### config.mk
export PLATFORM = sky130hd
export DESIGN_NAME = port_uart_tx
export DESIGN_NICKNAME = d
export VERILOG_FILES = /design/src/rtl/port_uart_tx.sv
export SDC_FILE = /design/constraint.sdc
export NUM_CORES = 1
export LEC_CHECK = 0
export BUFFER_PORTS_ARGS = -buffer_cell sky130_fd_sc_hd__buf_2
export CORE_MARGIN = 2
export CORE_UTILIZATION = 55
export DETAILED_ROUTE_END_ITERATION = 7
export PLACE_DENSITY = 0.74
export SLEW_MARGIN = 20
export SYNTH_ARGS = -nofsm -noshare
export SYNTH_HDL_FRONTEND = slang
export SYNTH_SLANG_ARGS = --single-unit
### constraint.sdc
create_clock -name clk -period 3.7 [get_ports clk]
set_input_delay 0.555 -clock clk [delete_from_list [all_inputs] [get_ports clk]]
set_output_delay 0.555 -clock clk [all_outputs]
set_load 0.02 [all_outputs]
### src/rtl/port_uart_tx.sv
// ============================================================================
// Module   : port_uart_tx
// Brief    : Captures CPU port_out writes into a FIFO and sends each word as
//            8N1 UART bytes (MSB byte first), reporting status on port_in.
// Revision : 1.0
// ============================================================================
`default_nettype none

module port_uart_tx #(
   parameter int WIDTH_REG      = 32,
   parameter int FIFO_DEPTH_LOG = 2,
   parameter int CLK_DIV        = 434
)(
   input  logic                 clk,
   input  logic                 reset,
   input  logic [WIDTH_REG-1:0] cpu_port_out,
   output logic [WIDTH_REG-1:0] cpu_port_in,
   output logic                 uart_txd,
   output logic                 busy
);
   localparam int c_DEPTH  = 1 << FIFO_DEPTH_LOG;
   localparam int c_NBYTES = WIDTH_REG / 8;
   localparam int c_CNT_W  = $clog2(CLK_DIV);
   localparam int c_BIDX_W = (c_NBYTES > 1) ? $clog2(c_NBYTES) : 1;
   localparam logic [FIFO_DEPTH_LOG:0] c_FULL      = c_DEPTH[FIFO_DEPTH_LOG:0];
   localparam logic [c_CNT_W-1:0]      c_CNT_LAST  = c_CNT_W'(CLK_DIV - 1);
   localparam logic [c_BIDX_W-1:0]     c_LAST_BYTE = c_BIDX_W'(c_NBYTES - 1);

   typedef enum logic [1:0] {
      S_IDLE  = 2'd0,
      S_START = 2'd1,
      S_DATA  = 2'd2,
      S_STOP  = 2'd3
   } state_t;

   state_t                    r_state, w_state_nxt;
   logic [c_CNT_W-1:0]        r_cnt, w_cnt_nxt;
   logic [2:0]                r_bit, w_bit_nxt;
   logic [c_BIDX_W-1:0]       r_byte, w_byte_nxt;
   logic [WIDTH_REG-1:0]      r_shift, w_shift_nxt;
   logic                      r_txd, w_txd_nxt;
   logic [WIDTH_REG-1:0]      r_prev;
   logic [WIDTH_REG-1:0]      r_mem [c_DEPTH];
   logic [FIFO_DEPTH_LOG-1:0] r_wptr, r_rptr;
   logic [FIFO_DEPTH_LOG:0]   r_count;
   logic                      r_ovf;
   logic                      r_busy;
   logic [WIDTH_REG-1:0]      r_port_in, w_status;

   logic       w_push, w_full, w_empty, w_pop, w_wr, w_busy, w_last;
   logic [7:0] w_byte_act;
   logic [2:0] w_bit_inc;

   assign w_push     = (cpu_port_out != r_prev);
   assign w_full     = (r_count == c_FULL);
   assign w_empty    = (r_count == '0);
   assign w_pop      = (r_state == S_IDLE) && !w_empty;
   // A full FIFO still accepts a word when the head leaves on the same edge.
   assign w_wr       = w_push && (!w_full || w_pop);
   assign w_busy     = (r_state != S_IDLE) || !w_empty;
   assign w_last     = (r_cnt == c_CNT_LAST);
   assign w_byte_act = r_shift[WIDTH_REG-1 -: 8];
   assign w_bit_inc  = r_bit + 3'd1;

   always_ff @(posedge clk) begin
      if (w_wr) r_mem[r_wptr] <= cpu_port_out;
   end

   always_ff @(posedge clk or negedge reset) begin
      if (!reset) begin
         r_prev  <= '0;
         r_wptr  <= '0;
         r_rptr  <= '0;
         r_count <= '0;
         r_ovf   <= 1'b0;
      end else begin
         r_prev <= cpu_port_out;
         if (w_wr)  r_wptr <= r_wptr + 1'b1;
         if (w_pop) r_rptr <= r_rptr + 1'b1;
         if (w_wr && !w_pop)      r_count <= r_count + 1'b1;
         else if (!w_wr && w_pop) r_count <= r_count - 1'b1;
         if (w_push && !w_wr) r_ovf <= 1'b1;
      end
   end

   always_comb begin
      w_state_nxt = r_state;
      w_cnt_nxt   = r_cnt + 1'b1;
      w_bit_nxt   = r_bit;
      w_byte_nxt  = r_byte;
      w_shift_nxt = r_shift;
      w_txd_nxt   = r_txd;
      case (r_state)
         S_IDLE: begin
            w_cnt_nxt = '0;
            w_txd_nxt = 1'b1;
            if (!w_empty) begin
               w_state_nxt = S_START;
               w_shift_nxt = r_mem[r_rptr];
               w_byte_nxt  = '0;
               w_txd_nxt   = 1'b0;
            end
         end
         S_START: begin
            if (w_last) begin
               w_state_nxt = S_DATA;
               w_cnt_nxt   = '0;
               w_bit_nxt   = 3'd0;
               w_txd_nxt   = w_byte_act[0];
            end
         end
         S_DATA: begin
            if (w_last) begin
               w_cnt_nxt = '0;
               if (r_bit == 3'd7) begin
                  w_state_nxt = S_STOP;
                  w_txd_nxt   = 1'b1;
               end else begin
                  w_bit_nxt = w_bit_inc;
                  w_txd_nxt = w_byte_act[w_bit_inc];
               end
            end
         end
         S_STOP: begin
            if (w_last) begin
               w_cnt_nxt = '0;
               if (r_byte != c_LAST_BYTE) begin
                  w_state_nxt = S_START;
                  w_byte_nxt  = r_byte + 1'b1;
                  w_shift_nxt = r_shift << 8;
                  w_txd_nxt   = 1'b0;
               end else begin
                  w_state_nxt = S_IDLE;
                  w_txd_nxt   = 1'b1;
               end
            end
         end
         default: begin
            w_state_nxt = S_IDLE;
            w_txd_nxt   = 1'b1;
         end
      endcase
   end

   always_comb begin
      w_status                        = '0;
      w_status[0]                     = w_busy;
      w_status[1]                     = w_full;
      w_status[2]                     = r_ovf;
      w_status[3 +: FIFO_DEPTH_LOG+1] = r_count;
   end

   always_ff @(posedge clk or negedge reset) begin
      if (!reset) begin
         r_state   <= S_IDLE;
         r_cnt     <= '0;
         r_bit     <= '0;
         r_byte    <= '0;
         r_shift   <= '0;
         r_txd     <= 1'b1;
         r_busy    <= 1'b0;
         r_port_in <= '0;
      end else begin
         r_state   <= w_state_nxt;
         r_cnt     <= w_cnt_nxt;
         r_bit     <= w_bit_nxt;
         r_byte    <= w_byte_nxt;
         r_shift   <= w_shift_nxt;
         r_txd     <= w_txd_nxt;
         r_busy    <= w_busy;
         r_port_in <= w_status;
      end
   end

   assign uart_txd    = r_txd;
   assign busy        = r_busy;
   assign cpu_port_in = r_port_in;

endmodule

`default_nettype wire

## Word level (Yosys, flattened, before mapping)

Memory sizes are Yosys's and may differ from the RTL's.
Index checks and enable logic that the tools add are counted.

- Register bits after elaboration: 96
- Bits in writable memories: 128
- Input bits: 34
- Output and inout bits: 34
- Memories kept: 1

- Add/sub/neg operators: 7
- Order comparisons: 1
- Eq/ne operators: 15
- Mux-type cells: 34
- Reduce and logical (&&, ||, !) cells: 22

Memories:

| memory | words | bits a word | read ports | clocked after Yosys merged registers in | write ports | line | text |
|---|---|---|---|---|---|---|---|
| r_mem | 4 | 32 | 1 | 0 | 1 | 43 | `logic [WIDTH_REG-1:0] r_mem [c_DEPTH];` |

Operator list:

| kind | count |
|---|---|
| $mux 32 | 3 |
| $pmux 32 s2 | 1 |
| $ne 32x32->1 | 1 |
| $pmux 9 s2 | 1 |
| $mux 2 | 8 |
| $ne 2x2->1 const B | 8 |
| $mux 3 | 5 |
| $mux 1 | 10 |
| $add 9x1->9 const B | 1 |
| $eq 9x9->1 const B | 1 |
| $mux 9 | 1 |
| $pmux 2 s4 | 1 |
| $reduce_and 4->1 | 2 |
| $reduce_bool 2->1 | 4 |
| $add 2x1->2 const B | 3 |
| $add 3x1->3 const B | 2 |
| $eq 3x3->1 const B | 2 |
| $pmux 3 s2 | 1 |
| $logic_and 1x1->1 | 5 |
| $reduce_and 5->1 | 1 |
| $eq 2x2->1 const B | 2 |
| $logic_not 1->1 | 4 |
| $lt 3x4->1 const B | 1 |
| $pmux 1 s4 | 1 |
| 9 further kinds | 10 |

## Logic depth before layout (Yosys ltp)

- Word-level depth: 9
- Gate-level depth with buffers: 10
- Mapped depth without buffers: 10

## Least setup slack after synthesis

Ideal clock, no wire load.

- Path type: input port to flip-flop
- Start point: in cpu_port_out[31]
- End point: reg r_count[1]
- Setup time: 0.125 ns
- Arrival time: 2.266 ns
- Data required time: 3.575 ns
- Slack: 1.309 ns
- Stages on the path: 8
- Cell sequence: xnor2_1 > nand4_1 > nor4_1 > a21oi_2 > ha_1 > inv_1 > fa_1 > mux2_2

- Cells in the longest elaborated chain, start to end: 5

RTL lines:

| element | line | text |
|---|---|---|
| from (decl) | 16 | `input logic [WIDTH_REG-1:0] cpu_port_out,` |
| $ne 32x32->1 * | 54 | `assign w_push = (cpu_port_out != r_prev);` |
| $logic_and 1x1->1 * | 59 | `assign w_wr = w_push && (!w_full \|\| w_pop);` |
| named net w_wr | 50 | `logic w_push, w_full, w_empty, w_pop, w_wr, w_busy, w_last;` |
| $logic_not 1->1 | 81 | `else if (!w_wr && w_pop) r_count <= r_count - 1'b1;` |
| $logic_and 1x1->1 | 81 |  |
| $reduce_bool 2->1 (no source line) | - |  |
| to (signal assigned) | 80 | `if (w_wr && !w_pop) r_count <= r_count + 1'b1;` |
| to (signal assigned) | 81 |  |
| to (decl) | 45 | `logic [FIFO_DEPTH_LOG:0] r_count;` |

Mark *: on every way through the listed nets, which the timed path passes. The rest lies on a longest branch.
A chain may end at the register's enable or synchronous reset.

## Worst setup path after layout

- Start point: reg r_prev[0]
- End point: reg r_count[1]

- Cells in the longest elaborated chain, start to end: 5

RTL lines:

| element | line | text |
|---|---|---|
| from (decl) | 42 | `logic [WIDTH_REG-1:0] r_prev;` |
| from (signal assigned) | 77 | `r_prev <= cpu_port_out;` |
| $ne 32x32->1 * | 54 |  |
| $logic_and 1x1->1 * | 59 |  |
| named net w_wr | 50 |  |
| $logic_not 1->1 | 81 |  |
| $logic_and 1x1->1 | 81 |  |
| $reduce_bool 2->1 (no source line) | - |  |

Marks and branches as above.

==> results.ini <==
[sta]
skew_ns=0.00992
worstMarginPinSlew_ns=0.945
rsz0062_at_grt=no
period_share_pct=72.5
final_hold_viol_count=0
timing.fmax_ghz=0.373
setup_viol=0
report.final.slew_viol_count=0
layout_min_cycle_time_ns=2.68
setup-tns-final_ns=0
postLayoutSetupSlackWorst_ns=1.02
hold_ws_ns=0.0686
maxSlewHeadroom_pct=36.6

[drt]
vias=4704
drtIter0Drc=350
avgViaCountPerCell=5.50
antenna_left=0
drt_wl_total_mm=15.9
first_pass_iters=4
avgRoutedWirePerCell_um=18.5
drc_errors=0

[floorplanning]
die_y_um=132
core_sq_mm=0.0159
die_w_um=132
fp-row-count=46
initial_core_util_pct=56.3
pin_count=68
dieArea_sq_mm=0.0174

[clock_tree]
cts_tree=done
cts_sinks=223
cts_buffers=23
clk_path_buf_depth=3
path_clk_slew_ns=0.06
clk_latency_ns=0.49
h-tree-depth=1
cts-root-buf=clkbuf_16
post-cts-setup-buffers=0
post_cts_resized=0
cts_hold_buf=0

[grt]
grt_overflow=0
grt_pass1_wl_mm=25.9
antenna_found_initial=0
grt_pass1_vias=4877
grt_usage_pct=19.0
grt_start_max_net_pins=49

[power_and_ir_drop]
p_per_area_mw_per_mm2=583
p_leak_nw=3.81
vdd_drop_max_mv=0.409
design_power_total_mw=5.87

[logic_synthesis]
synth_mux_area_share_pct=9.26
synth_cells=569
syn-cell-area_sq_mm=0.00898
synth_compound_area_share_pct=3.93
synth_area_per_cell_sq_um=15.8
synth_fa_ha_area_share_pct=2.31
synth_top_family_by_area=multiplexers
seq_area_frac_synth_pct=69.3
synth.distinct_cells=48
yosys_warnings=0
synth-simple-area-share_pct=6.88
synth_xor_area_share_pct=4.39
synth-seq-cells=223

[setup_path]
worstSetupPathType=register to register
slowest_stage=nor4_1
cp.required_ns=4.08
crit_path_end_kind=register
crit_family=adder cells
crit_fanout=7
arrival_ns=3.06
cp_num_buf_inv=2
start_kind=register
slowest_delay_ns=0.48
path_cells=xnor2_1 -> nand4_1 -> nor4_1 -> buf_4 -> a21oi_2 -> ha_1 -> inv_1 -> fa_1 -> mux2_2

[placement]
placed_area_sq_mm=0.00935
pre_cts_slack_ns=0.698
routabilityCongestion=0.738
portBuffers=41
hpwl_mm=9.86
dp_cells=815

[outcome]
status=complete, no violations

[hold_path]
hold_path.class=input port to async pin

[finish]
syn2layout_area_growth_pct=12.0
fin_util_pct=63.1
fin_cells=856
fin_area_sq_mm=0.0101
layout.nets=674
drive_above_1_share_pct=20.0
diodes=0

[job]
cap_violations=0

[sequential cells by signal, summed over array words and instances, names as in the netlist]
signal,count
cpu_port_in,6
r_bit,3
r_byte,2
r_cnt,9
r_count,3
r_mem,128
r_ovf,1
r_prev,32
r_rptr,2
r_shift,32
r_state,2
r_wptr,2
uart_txd,1
[cells in the final DEF, fill, tap and decap left out, types with 9 or more instances in the layout]
master	n
nor2_1	44
buf_2	40
mux4_2	32
buf_4	9
edfxtp_1	128
dfrtp_1	92
xnor2_1	40
conb_1	26
inv_1	11
a31oi_1	24
nand2_1	57
nand4_1	9
clkbuf_16	23
ha_1	15
[final timing paths]
check	slack (ns)	cells after the start	start	endpoint
min in group clk	0.23	1	cpu_port_out[9]	r_prev[9]
max in group asynchronous	2.77	2	reset	r_rptr[1]
min reg2reg	0.43	0	r_ovf	cpu_port_in[2]
min	0.07	1	reset	r_cnt[8]
max	1.02	9	r_prev[0]	r_count[1]
max reg2reg	1.02	9	r_prev[0]	r_count[1]
[layout make-up]
class	count	area (sq um)
sequential	223	6220
fill	1111	5880
multi-input combinational	313	2500
timing repair buffer	51	308
tap	216	270
clock buffer	29	598
inverter	12	45.0
clock inverter	12	114
[metal layers]
metal  track usage, %  part of all wire, %
met5                0                    0
met4             4.83                  1.5
met3             3.00                  4.5
met2             33.8                   53
met1             24.7                   41
[kinds of logic (layout without fill, tap and decap cells)]
| family | count (synthesis) | in the layout |
|---|---|---|
| DFF | 223 | 223 |
| adders and majority gates | 16 | 16 |
| muxes | 39 | 39 |
| other | 1 | 26 |
| and+or+nand+nor | 135 | 135 |
| xor gates and xnor gates | 45 | 45 |
| AOI/OAI and AO/OA | 52 | 52 |
| buffers and inverters | 58 | 104 |
[power by group]
part	leakage, nW	switching, mW	internal, mW
clock network	0.331	0.886	1.28
registers	2.25	0.176	2.79
logic	1.23	0.337	0.396
[cell usage after synthesis, drive strengths merged]
cell,n,area (sq um)
ha,15,188
nand4bb,1,27.5
mux2,4,48.8
conb,1,3.75
and2,5,31.3
or2,1,6.26
a211oi,2,15.0
nor3b,1,7.51
nor2,45,171
dfstp,1,26.3
nor4,3,25.0
dfrtp,94,2350
nor2b,3,18.8
fa,1,20.0
inv,12,45.0
a22oi,2,15.0
a21o,2,15.0
a31oi,24,150
nand3,4,20.0
o21ai,9,48.8
mux4,34,773
a2bb2oi,1,8.76
a22o,8,70.1
xor2,5,43.8
buf,39,282
xnor2,40,350
nand2b,1,6.26
nand2,57,214
nand4,9,56.3
nand4b,1,8.76
nor3,4,25.0
clkbuf,7,26.3
mux2i,1,10.0
edfxtp,128,3840
a221oi,1,8.76
a21oi,2,13.8
o21a,1,7.51
(Power assumes the default switching activity.)
